**src/rtl/fetch_sequencer.sv**
```systemverilog
// Fetch sequencer: control FSM for the PC / instruction-fetch stage.
// Drives PC init/halt/branch controls, handshakes with variable-latency
// instruction memory, honours decode stalls and program halt, and stops a
// run through a cycle watchdog.
module fetch_sequencer #(
    parameter int unsigned CNT_W      = 16,
    parameter int unsigned MAX_CYCLES = 16'hFFFF
) (
    input  logic             clk,
    input  logic             rst_n,
    input  logic             start,
    input  logic             imem_ready,
    input  logic             branch_taken,
    input  logic             stall_req,
    input  logic             prog_done,
    output logic             pc_init,
    output logic             pc_halt,
    output logic             pc_branch_en,
    output logic             imem_req,
    output logic             busy,
    output logic             done,
    output logic             timeout,
    output logic [CNT_W-1:0] instr_count,
    output logic [CNT_W-1:0] cyc_count
);

    typedef enum logic [2:0] {
        S_IDLE,
        S_INIT,
        S_FETCH,
        S_EXEC,
        S_DONE
    } state_t;

    // Cycle count value at which the watchdog forces the run to stop.
    localparam logic [CNT_W-1:0] WD_LAST = CNT_W'(MAX_CYCLES - 1);
    localparam logic [CNT_W-1:0] CNT_MAX = '1;

    state_t state;
    state_t state_nx;

    logic retire;
    logic cyc_tick;
    logic cnt_clr;
    logic wd_fire;
    logic wd_hit;

    assign wd_hit = (cyc_count == WD_LAST);

    // State register.
    always_ff @(posedge clk or negedge rst_n) begin
        if (!rst_n) begin
            state <= S_IDLE;
        end else begin
            state <= state_nx;
        end
    end

    // Next-state and output decode; watchdog outranks every EXEC/FETCH input.
    always_comb begin
        state_nx     = state;
        pc_init      = 1'b0;
        pc_halt      = 1'b1;
        pc_branch_en = 1'b0;
        imem_req     = 1'b0;
        busy         = 1'b0;
        done         = 1'b0;
        retire       = 1'b0;
        cyc_tick     = 1'b0;
        cnt_clr      = 1'b0;
        wd_fire      = 1'b0;
        case (state)
            S_IDLE: begin
                if (start) begin
                    state_nx = S_INIT;
                end
            end
            S_INIT: begin
                pc_init  = 1'b1;
                pc_halt  = 1'b0;
                busy     = 1'b1;
                cnt_clr  = 1'b1;
                state_nx = S_FETCH;
            end
            S_FETCH: begin
                imem_req = 1'b1;
                busy     = 1'b1;
                cyc_tick = 1'b1;
                if (wd_hit) begin
                    wd_fire  = 1'b1;
                    state_nx = S_DONE;
                end else if (imem_ready) begin
                    state_nx = S_EXEC;
                end
            end
            S_EXEC: begin
                busy     = 1'b1;
                cyc_tick = 1'b1;
                if (wd_hit) begin
                    wd_fire  = 1'b1;
                    state_nx = S_DONE;
                end else if (prog_done) begin
                    retire   = 1'b1;
                    state_nx = S_DONE;
                end else if (!stall_req) begin
                    pc_halt      = 1'b0;
                    pc_branch_en = branch_taken;
                    retire       = 1'b1;
                    state_nx     = S_FETCH;
                end
            end
            S_DONE: begin
                done = 1'b1;
                if (start) begin
                    state_nx = S_INIT;
                end
            end
            default: begin
                state_nx = S_IDLE;
            end
        endcase
    end

    // Saturating run counters and sticky watchdog flag.
    always_ff @(posedge clk or negedge rst_n) begin
        if (!rst_n) begin
            instr_count <= '0;
            cyc_count   <= '0;
            timeout     <= 1'b0;
        end else if (cnt_clr) begin
            instr_count <= '0;
            cyc_count   <= '0;
            timeout     <= 1'b0;
        end else begin
            if (retire && (instr_count != CNT_MAX)) begin
                instr_count <= instr_count + 1'b1;
            end
            if (cyc_tick && (cyc_count != CNT_MAX)) begin
                cyc_count <= cyc_count + 1'b1;
            end
            if (wd_fire) begin
                timeout <= 1'b1;
            end
        end
    end

endmodule

```
**config.mk**
```make
export PLATFORM = sky130hd
export DESIGN_NAME = fetch_sequencer
export DESIGN_NICKNAME = d
export VERILOG_FILES = /design/src/rtl/fetch_sequencer.sv
export SDC_FILE = /design/constraint.sdc
export NUM_CORES = 1
export LEC_CHECK = 0
export ABC_CLOCK_PERIOD_IN_PS = 2200
export CAP_MARGIN = 10
export CORE_MARGIN = 5
export CORE_UTILIZATION = 50
export CTS_BUF_LIST = sky130_fd_sc_hd__clkbuf_16
export DETAILED_ROUTE_END_ITERATION = 8
export PLACE_DENSITY = 0.79
export SETUP_SLACK_MARGIN = 0.4
export SLEW_MARGIN = 25
export SYNTH_ARGS = -nofsm -noshare
export SYNTH_HDL_FRONTEND = slang
export SYNTH_SLANG_ARGS = --single-unit
```
**constraint.sdc**
```tcl
create_clock -name clk -period 2.2 [get_ports clk]
set_input_delay 0.44 -clock clk [delete_from_list [all_inputs] [get_ports clk]]
set_output_delay 0.44 -clock clk [all_outputs]
set_load 0.005 [all_outputs]
```
==> reports/metrics.csv, run 1 <==
stage;metric;value;unit
logic_synthesis;simple-gate share of the synthesized area;30.1;%
logic_synthesis;Post-Synth Adder-Cell Area;1.79;%
logic_synthesis;number of synthesized register bits;36;
routing;post-route ant nets;0;
global_route;vias in the first global route;2448;
timing;Slew @ Worst Pin;0.533;ns
global_route;initial antenna violation count;0;
cts;TritonCTS Buffers;5;
job;Max Cap Viol;0;
logic_synthesis;Syn Inst Count;223;
routing;DRC viols;1;
logic_synthesis;Synth area leaders;dfrtp_1, a221o_1, xor2_1, nand3_1, nor2_1;
cts;Clock Latency Late Sink;0.29;ns
layout;Area growth, synth to finish;71.5;%
layout;layout net count;349;
timing;Tcrit/Tclk final;124;%
critical_path;CP startpoint kind;flop;
run_status;outcome;finished, violations left;
floorplanning;Die X-Extent;74.8;um
logic_synthesis;Compound-Gate Fraction of Synth Area;14.3;%
floorplanning;Initial Utilization;52.0;%
placement;pre-CTS setup slack;-0.230;ns
layout;ant diodes;0;
cts;clock-pin slew on the worst setup and hold paths;0.06;ns
global_route;global-route usage over all layers;28.5;%
critical_path;arrival time worst endpoint;2.28;ns
logic_synthesis;Synth Flop Type;dfrtp_1;
layout;commonest non-fill, non-tap cells in the layout;buf_4, clkdlybuf4s50_1, dfrtp_1, buf_6, nor2_1;
critical_path;Reg-to-Reg Start;cyc_count[0]$_DFFE_PN0P_;
logic_synthesis;Synth area leader;dfrtp_1;
timing;fin crit period;2.72;ns
critical_path;critical path peak fanout;3;
floorplanning;# IOs;46;
floorplanning;Die Y;74.8;um
logic_synthesis;ys async rst share;100;%
logic_synthesis;register area share after synthesis;43.0;%
logic_synthesis;largest family of logic cells by synthesized area;simple AND/OR/NAND/NOR gates;
floorplanning;core footprint;4030;um2
layout;layout cells sized above 1;37.9;%
routing;WL/cell;24.0;um
global_route;first-pass GRT wire length;12.0;mm
routing;drt first pass iters;8;
timing;Fmax achieved;0.368;GHz
timing;Setup TNS;-6.51;ns
run_status;failing checks;DRC, setup timing;
pwr;Pleak;1.62;nW
pwr;VDD IR-drop max;0.825;mV
logic_synthesis;Syn Area/Cell;9.40;um2
logic_synthesis;synth unique cells;47;
logic_synthesis;Synth top area share;43.0;%
placement;port bufs;45;
logic_synthesis;xor and xnor area share after synthesis;5.43;%
global_route;largest net degree at the start of global routing;37;
timing;Max Clock Skew;0.0100;ns
timing;Final WS setup;-0.520;ns
pwr;PD cells;913;nW/um2
timing;RSZ-0062 raised after global routing;yes;
logic_synthesis;syn_nets;233;
timing;Setup Viol. Count Final;22;
critical_path;crit path from;cyc_count[0]$_DFFE_PN0P_;
layout;commonest non-fill, non-tap cell in the layout;buf_4;
logic_synthesis;post-synthesis mux area share;1.49;%
logic_synthesis;area of the mapped netlist;2100;um2
placement;DP HPWL;4.17;mm
routing;Vias/cell;6.78;
timing;Rel. slew slack;64.2;%
timing;Fin. Hold Viols;0;
cts;H-tree depth;2;
critical_path;critical path required time;1.76;ns
cts;TritonCTS clock tree;done;
floorplanning;Die ar.;5590;um2
critical_path;critical path capture point type;primary output;
timing;Min Hold Slack;0.579;ns
cts;Root Driver;clkbuf_16;
critical_path;critical path class;flop to primary output;
cts;Max clock buf depth;2;
routing;Via Count;2645;
worst_hold_path;Hold WC Path Type;primary input to asynchronous set/reset pin;
logic_synthesis;Ys Warns;0;
global_route;remaining global-route overflow;0;
routing;Routed WL;9.38;mm
floorplanning;Rows;23;
timing;Max Slew Vio Count;0;
logic_synthesis;Post-synth EDFFs;0;
routing;DRT iter0 DRCs;312;
cts;clk sinks;36;
placement;GPL Wtd Cong;0.864;
cts;hold buffers post-CTS;0;
[critical path, cell delays in order, from the launching register on]
cell and delay, ns:
dfrtp_1 0.40, inv_1 0.08, ha_2 0.16, nand4_1 0.15, buf_4 0.19, buf_6 0.10
or4_4 0.44, and3_4 0.19, and3_4 0.17, buf_6 0.11
[cells by family after synthesis]
group                    after synthesis
AND/OR/NAND/NOR                      113
flip-flops                            36
XOR/XNOR                              13
multiplexers                           3
AO/OA/AOI/OAI                         39
buffers and inverters                 16
adder cells (fa/ha/maj)                3
[state kept, by name, summed over array words and instances (netlist names)]
name	cells
cyc_count	16
instr_count	16
state	3
timeout	1
[cell type report]
| class | instances | area, um2 |
|---|---|---|
| Clock buffer | 5 | 125 |
| Clock inverter | 3 | 38.8 |
| Fill cell | 167 | 432 |
| Inverter | 8 | 31.3 |
| Multi-Input combinational cell | 171 | 1360 |
| Sequential cell | 36 | 906 |
| Tap cell | 50 | 62.6 |
| Timing Repair Buffer | 117 | 1070 |
[power by group]
part           switching, W  internal, W  leakage [nW]
Combinational      0.000761     0.000790          1.06
Clock              0.000293     0.000529        0.0850
Sequential         0.000147     0.000765         0.485
[cell usage after synthesis (2+ instances only)]
master	count
inv_1	7
buf_4	2
xor2_1	10
o21ai_0	8
o2111ai_1	3
and2_1	7
a21oi_1	5
o211ai_1	3
nor2b_1	3
nand4b_1	2
nor4_1	8
a221o_1	9
ha_1	3
nand2_1	18
nand4_1	7
xnor2_1	3
o31ai_1	2
or4_1	2
clkbuf_1	4
nor3_1	9
dfrtp_1	36
a22o_1	3
nand3_1	17
or3_1	4
mux2i_1	2
and3_1	6
buf_6	2
nor2_1	19
[routing by layer]
metal,track usage (%),wire (um),vias up
met1,32.6,3270,1249
met4,13.6,591,0
li1,-,-,1069
met5,0,0,-
met3,5.47,916,71
met2,50.9,4600,256
[timing repair]
item	in CTS	in global routing
gates resized for setup	45	49
pin swaps	12	27
endpoints found under the setup margin	22	41
cloned	1	0
setup buffers	27	13
[per-stage QoR]
stage,instances,total power (W),area (um2),util [%]
floorplan,223,0.00138,2140,-
global placement,341,0.00184,2830,70.2
detailed placement,341,0.00186,2830,70.2
CTS,377,0.00287,3300,81.8
global route,390,0.00339,3600,89.3
finish,390,0.00329,3600,89.3
[worst paths after layout]
path                            cells past startpoint  slack (ns)                          end
worst max-delay path                                9       -0.52                 pc_branch_en
min in group clk                                    1        0.58  instr_count[15]$_DFFE_PN0P_
worst max register to register                     18       -0.48          timeout$_DFFE_PN0P_
max in group asynchronous                           2        1.24     cyc_count[4]$_DFFE_PN0P_
worst min-delay path                                2        0.58   instr_count[3]$_DFFE_PN0P_
worst min register to register                      1        0.58  instr_count[15]$_DFFE_PN0P_
(Power assumes the default switching activity.)
==> inputs of run 2 (changes only) <==
HOLD_SLACK_MARGIN = 0.03   (was unset)
==> results of run 2 <==
Same layout as run 1: the final DEF is identical, and so are final timing and power.
